===== config.mk =====
export PLATFORM = sky130hd
export DESIGN_NAME = csa2_64bit
export DESIGN_NICKNAME = d
export VERILOG_FILES = /design/src/rtl/csa2_64bit.sv
export SDC_FILE = /design/constraint.sdc
export NUM_CORES = 1
export LEC_CHECK = 0
export ABC_AREA = 1
export BUFFER_PORTS_ARGS = -buffer_cell sky130_fd_sc_hd__buf_4
export CORE_MARGIN = 3
export CORE_UTILIZATION = 50
export CTS_CLUSTER_SIZE = 40
export DETAILED_ROUTE_END_ITERATION = 8
export GPL_ROUTABILITY_DRIVEN = 0
export PLACE_DENSITY_LB_ADDON = 0.12
export SETUP_SLACK_MARGIN = 0.5
export SYNTH_ARGS = -nofsm -noshare
export SYNTH_HDL_FRONTEND = slang
export SYNTH_HIERARCHICAL = 1
export SYNTH_SLANG_ARGS = --single-unit

===== constraint.sdc =====
create_clock -name clk -period 3 [get_ports clk]
set_clock_uncertainty 0.15 [all_clocks]
set_input_delay 0.6 -clock clk [delete_from_list [all_inputs] [get_ports clk]]
set_output_delay 0.6 -clock clk [all_outputs]
set_load 0.005 [all_outputs]

===== src/rtl/csa2_64bit.sv =====
// csa2_64bit: registered 64-bit carry-select adder.
// The core is split into BLOCK_W-bit blocks. Each block above block 0
// precomputes its sum for carry-in 0 and for carry-in 1 using two ripple
// chains, and the carry from the block below picks one of the two results.
// {c_out, sum} is registered once, which gives one cycle of latency.

// Single full adder cell: s = x^y^ci, co = xy | ci(x^y).
module csa2_fa (
    input  logic x_i,
    input  logic y_i,
    input  logic ci_i,
    output logic s_o,
    output logic co_o
);
    logic p;

    // Propagate term, shared by the sum and the carry.
    always_comb begin
        p    = x_i ^ y_i;
        s_o  = p ^ ci_i;
        co_o = (x_i & y_i) | (ci_i & p);
    end
endmodule

// W-bit ripple-carry adder built from a chain of full adders.
module csa2_rca #(
    parameter int W = 8
) (
    input  logic [W-1:0] x_i,
    input  logic [W-1:0] y_i,
    input  logic         ci_i,
    output logic [W-1:0] s_o,
    output logic         co_o
);
    // chain[i] is the carry into bit i; chain[W] is the carry out.
    logic [W:0] chain;

    assign chain[0] = ci_i;

    for (genvar gi = 0; gi < W; gi++) begin : g_bit
        csa2_fa u_fa (
            .x_i  (x_i[gi]),
            .y_i  (y_i[gi]),
            .ci_i (chain[gi]),
            .s_o  (s_o[gi]),
            .co_o (chain[gi+1])
        );
    end

    assign co_o = chain[W];
endmodule

// Top: carry-select core followed by the output register.
module csa2_64bit #(
    parameter int BLOCK_W = 8    // 4, 8 or 16; must divide 64
) (
    input  logic        clk,
    input  logic        rst,
    input  logic [63:0] a,
    input  logic [63:0] b,
    input  logic        c_in,
    output logic [63:0] sum,
    output logic        c_out
);
    localparam int NBLK = 64 / BLOCK_W;

    // blk_c[k] is the selected carry into block k; blk_c[NBLK] is c_out.
    logic [NBLK:0] blk_c;
    logic [63:0]   core_sum;

    logic [63:0]   sum_q;
    logic [63:0]   sum_d;
    logic          c_out_q;
    logic          c_out_d;

    assign blk_c[0] = c_in;

    for (genvar gi = 0; gi < NBLK; gi++) begin : g_blk
        if (gi == 0) begin : g_first
            // The lowest block sees the real carry-in directly.
            csa2_rca #(.W(BLOCK_W)) u_rca (
                .x_i  (a[BLOCK_W-1:0]),
                .y_i  (b[BLOCK_W-1:0]),
                .ci_i (c_in),
                .s_o  (core_sum[BLOCK_W-1:0]),
                .co_o (blk_c[1])
            );
        end else begin : g_sel
            logic [BLOCK_W-1:0] s0;
            logic [BLOCK_W-1:0] s1;
            logic               co0;
            logic               co1;

            // Speculative chain assuming no carry into this block.
            csa2_rca #(.W(BLOCK_W)) u_rca0 (
                .x_i  (a[gi*BLOCK_W +: BLOCK_W]),
                .y_i  (b[gi*BLOCK_W +: BLOCK_W]),
                .ci_i (1'b0),
                .s_o  (s0),
                .co_o (co0)
            );

            // Speculative chain assuming a carry into this block.
            csa2_rca #(.W(BLOCK_W)) u_rca1 (
                .x_i  (a[gi*BLOCK_W +: BLOCK_W]),
                .y_i  (b[gi*BLOCK_W +: BLOCK_W]),
                .ci_i (1'b1),
                .s_o  (s1),
                .co_o (co1)
            );

            // The carry selected for the block below picks the real result.
            always_comb begin
                core_sum[gi*BLOCK_W +: BLOCK_W] = blk_c[gi] ? s1 : s0;
                blk_c[gi+1]                     = blk_c[gi] ? co1 : co0;
            end
        end
    end

    // Next-state for the output register is simply the core result.
    always_comb begin
        sum_d   = core_sum;
        c_out_d = blk_c[NBLK];
    end

    // Output register; reset clears it immediately, without waiting for clk.
    always_ff @(posedge clk or posedge rst) begin
        if (rst) begin
            sum_q   <= 64'h0;
            c_out_q <= 1'b0;
        end else begin
            sum_q   <= sum_d;
            c_out_q <= c_out_d;
        end
    end

    assign sum   = sum_q;
    assign c_out = c_out_q;
endmodule


# Word level (Yosys, flattened, before mapping)
# Cells that the tools add are included.
# Widths: inputs -> output; s select.
# classes
bitwise	460
muxes	14
# ops
operator	n
$and 1x1->1	170
$xor 1x1->1	170
$or 1x1->1	113
$mux 8	7
$mux 1	7
$not 1->1	7
# totals
in_bits	131
wordCells	476
reg_bits	65
output_inout_bits	65

# Logic depth before layout (Yosys ltp)
# logic_depth
ltp_word	24
mapped_depth	20
depth_no_buf	19

# Hierarchy
# Netlist, hierarchy kept.
# by_module_without_submodules
mod	cells_per_inst	area_each_um2	n_inst	seq_area_each_um2
csa2_64bit	248	2688.8	1	1626.6
csa2_fa	1	20.0	120	0.0

# Least setup slack after synthesis
# OpenSTA, ideal clock, no wires.
# synth_timing
kind	input to register
start	input port a[0]
end	register c_out_q, in the netlist c_out
t_required_ns	2.732
slack_ns	-2.109
setup_ns	0.118
stages	20
n_path_buf	2
arrival_time_ns	4.841
cell_sequence	fa_1 -> fa_1 -> fa_1 -> fa_1 -> fa_1 -> fa_1 -> fa_1 -> fa_1 -> buf_6 -> nand2_4 -> nand2_8 -> nand2_4 -> nand3_4 -> nand2_2 -> buf_6 -> nand2_8 -> nand3_4 -> nand3_4 -> nand3_1 -> nand2_1
# synth_via
elab_chain_len	24
word_cells_on_any_way	25
classes_between	mux (7); bitwise (18)
# synth_rtl
element	line	text
start, declared	59	input logic [63:0] a,
$xor 1x1->1	19	p = x_i ^ y_i;
$and 1x1->1	21	co_o = (x_i & y_i) | (ci_i & p);
$or 1x1->1 (*)	21	
$and 1x1->1 (*)	21	
$or 1x1->1 (*)	21	
net g_blk[0].g_first.u_rca.chain[2]	36	logic [W:0] chain;
$and 1x1->1 (*)	21	
$or 1x1->1 (*)	21	
net g_blk[0].g_first.u_rca.chain[3]	36	
[2 not listed]	-	
net g_blk[0].g_first.u_rca.chain[4]	36	
[2 not listed]	-	
net g_blk[0].g_first.u_rca.chain[5]	36	
[2 not listed]	-	
net g_blk[0].g_first.u_rca.chain[6]	36	
$and 1x1->1 (*)	21	
$or 1x1->1 (*)	21	
net g_blk[0].g_first.u_rca.chain[7]	36	
$and 1x1->1 (*)	21	
$or 1x1->1 (*)	21	
net blk_c[1]	68	logic [NBLK:0] blk_c;
$mux 1 (*) (7 in a row)	115	blk_c[gi+1] = blk_c[gi] ? co1 : co0;
net blk_c[8]	68	
end signal, assigned	133	c_out_q <= c_out_d;
end, declared	73	logic c_out_q;
# The timed path passes the listed nets; every way through them passes the cells marked *.

# Worst setup path after layout
# layout_timing
start	input port a[0]
end	register sum_q[62], in the netlist sum[62]
# layout_via
elab_chain_len	24
word_cells_on_any_way	25
classes_between	mux (7); bitwise (18)
# layout_rtl
element	line	text
$xor 1x1->1	19	
$and 1x1->1	21	
$or 1x1->1 (*)	21	
net g_blk[0].g_first.u_rca.chain[1]	36	
$and 1x1->1 (*)	21	
$or 1x1->1 (*)	21	
net g_blk[0].g_first.u_rca.chain[2]	36	
$and 1x1->1 (*)	21	
[1 not listed]	-	
net g_blk[0].g_first.u_rca.chain[3]	36	
[2 not listed]	-	
net g_blk[0].g_first.u_rca.chain[4]	36	
[2 not listed]	-	
net g_blk[0].g_first.u_rca.chain[5]	36	
[2 not listed]	-	
net g_blk[0].g_first.u_rca.chain[6]	36	
[1 not listed]	-	
$or 1x1->1 (*)	21	
net g_blk[0].g_first.u_rca.chain[7]	36	
$and 1x1->1 (*)	21	
$or 1x1->1 (*)	21	
net blk_c[1]	68	
$mux 1 (*) (6 in a row)	115	
$mux 8 (*)	114	core_sum[gi*BLOCK_W +: BLOCK_W] = blk_c[gi] ? s1 : s0;
net core_sum[62]	69	logic [63:0] core_sum;
end signal, assigned	132	sum_q <= sum_d;
end, declared	71	logic [63:0] sum_q;
# Marks and branches as above.

==> run metrics <==
status=finished with violations; failing checks=negative setup slack; GRT Total Usage=0.228; Cell Count Post-Placement=718; max-slew violation count=0; min cycle time layout=4.72 ns; final std cells w/o fill=747; CP startpoint kind=primary input; Seq/Total Area, Yosys=0.319; PortBufs=195; htree depth=3; syn avg cell area=between 10 and 15 um2; initial antenna violation count=0; data required time of the worst path=3.13 ns; CTS sink count=65; Final #Nets=862; DP HPWL=10.1 mm; IO Pins=196; share of cells above drive strength 1=0.547; Die Ht=between 100 and 150 um; Clock Pin Slew Worst Setup and Hold Paths=0.07 ns; DR vias=between 3000 and 4000; Root Driver=clkbuf_8; Fill cells=657; Placeable Area=0.00982 mm2; Tcrit/Tclk final=1.57; Die ar.=0.0114 mm2; Final Setup Violations=59; FMAX=212 MHz; # diodes=0; maximum root-to-sink buffer count=2; Initial Utilization=0.518; Setup TNS Final=-85.28 ns; Yosys reg bits=65; cts bufs inserted=9; die width=107 um; YS warnings=6; synth top area cells=fa_1 47%, dfrtp_1 32%, nand2_1 6.8%; vias in the first global route=between 4000 and 5000; Post-route DRC=0; Placed Area=0.00697 mm2; Mapped Area=0.00509 mm2; critical path endpoint category=flip-flop; synth unique cells=17; MaxCap Viol Count=0; Pleak=roughly 3.5 nW; Worst Path Arrival=4.85 ns; first-pass GRT wire length=just under 20 mm; Area growth syn-to-layout=47.4%; largest net degree at the start of global routing=28; grt ovf=0; CTS tree=built; crit-path max FO=6; final setup margin=-1.72 ns; Detailed Routing Iterations Pass 1=4; area share of the largest cell type after synthesis=0.472; 1st-iter DRT viols=approximately 110; cells after synthesis=368; Routed Antenna Nets=0; Final Cell Area=between 0.007 and 0.008 mm2; Max VDD drop=220 uV; WS Path Type=in -> reg; Detailed Route WL=12.5 mm; Worst Hold Class=in -> async; RSZ-0062 raised after global routing=true; WL per Instance=16.7 um; Avg Vias per Cell=5.01; total power divided by cell area=between 400 and 500 mW/mm2; Synth area leader=fa_1; FP Rows=36; fin util=0.764; final hold violation count=0
registers in the layout, indices dropped and copies added (netlist names):
signal	cells
sum	64
c_out	1
critical path: stages:
cell     delay (ns)
buf_6          0.10
fa_2           0.38
fa_2           0.35
fa_2           0.35
fa_2           0.35
fa_2           0.35
fa_2           0.36
fa_2           0.34
fa_2           0.45
inv_4          0.12
nand2_8        0.08
nand2_8        0.07
nand2_4        0.05
nand3_4        0.09
nand2_4        0.08
buf_12         0.13
nand2_8        0.06
nand3_4        0.16
nand3_4        0.19
nand3_1        0.10
nand2_1        0.08
layout by cell type, fill, tap and decap left out, drive strengths merged:
master,n
nand3b,4
clkbuf,10
fa,120
clkinv,3
dfrtp,65
nand3,50
conb,14
nand2,100
inv,13
mux2,16
buf,217
clkinvlp,2
cell usage after synthesis:
library cell,number
nand2_2,3
inv_1,13
nand3_4,6
dfrtp_1,65
nand3b_2,1
nand2_8,2
conb_1,2
buf_6,2
nand3_2,4
nand3b_4,1
nand2_4,3
mux2_2,15
mux2_1,1
nand2_1,92
fa_1,120
inv_2,1
nand3_1,37
per-layer routing:
metal,global-route usage,wire length [um],vias to the layer above
li1,-,-,1644
met1,0.266,4340,1910
met2,0.408,6880,158
met3,0.0554,942,29
met4,0.0868,322,0
met5,0,0,-
how the worst max path moves through the flow:
stage | startpoint | end | slack, ns | cells after the start
floorplan | a[0] | c_out | -1.81 | 20
global placement | a[0] | sum[62] | -2.12 | 19
detailed placement | a[24] | sum[61] | -2.25 | 17
CTS | a[0] | sum[58] | -1.69 | 21
global route | a[0] | sum[58] | -1.83 | 21
finish | a[0] | sum[62] | -1.72 | 21
cell families (layout without fill, tap and decap cells):
group / count (synthesis) / in the layout / synth area share
mux: 16 / 16 / 0.0354
other cells: 2 / 14 / 0.00148
simple gates: 149 / 154 / 0.157
flops: 65 / 65 / 0.319
fa+ha+maj: 120 / 120 / 0.472
buf+inv: 16 / 245 / 0.0147
power by group:
group	internal (mW)	switching [mW]
combinational	0.930	0.815
clock	0.286	0.332
sequential	1.12	0.0792
total	2.34	1.23
repair_timing:
item,CTS,global route
gates resized for setup,48,14
hold buffers,0,0
pin swaps,24,9
gates cloned,5,0
endpoints found under the setup margin,61,61
setup buffers,5,5
stage by stage:
step / total power [mW] / setup slack [ns] / hold WS (ns)
6_report: 3.56 / -1.72 / 0.101
5_1_grt: 3.84 / -1.83 / 0.118
4_1_cts: 3.54 / -1.69 / 0.103
3_5_place_dp: 2.78 / -2.25 / 0.484
3_3_place_gp: 2.71 / -2.12 / 0.480
2_1_floorplan: 1.93 / -1.81 / 0.654
area by class of cell:
cell class,count,area [um2],share of cell area
Clock buffer,10,128,0.0170
Clock inverter,4,22.5,0.00300
Inverter,14,63.8,0.00850
Multi-Input combinational cell,304,3810,0.508
Sequential cell,65,1630,0.217
Tap cell,133,166,0.0222
Timing Repair Buffer,217,1690,0.225
Note: power is estimated with default switching activity, not from simulation.
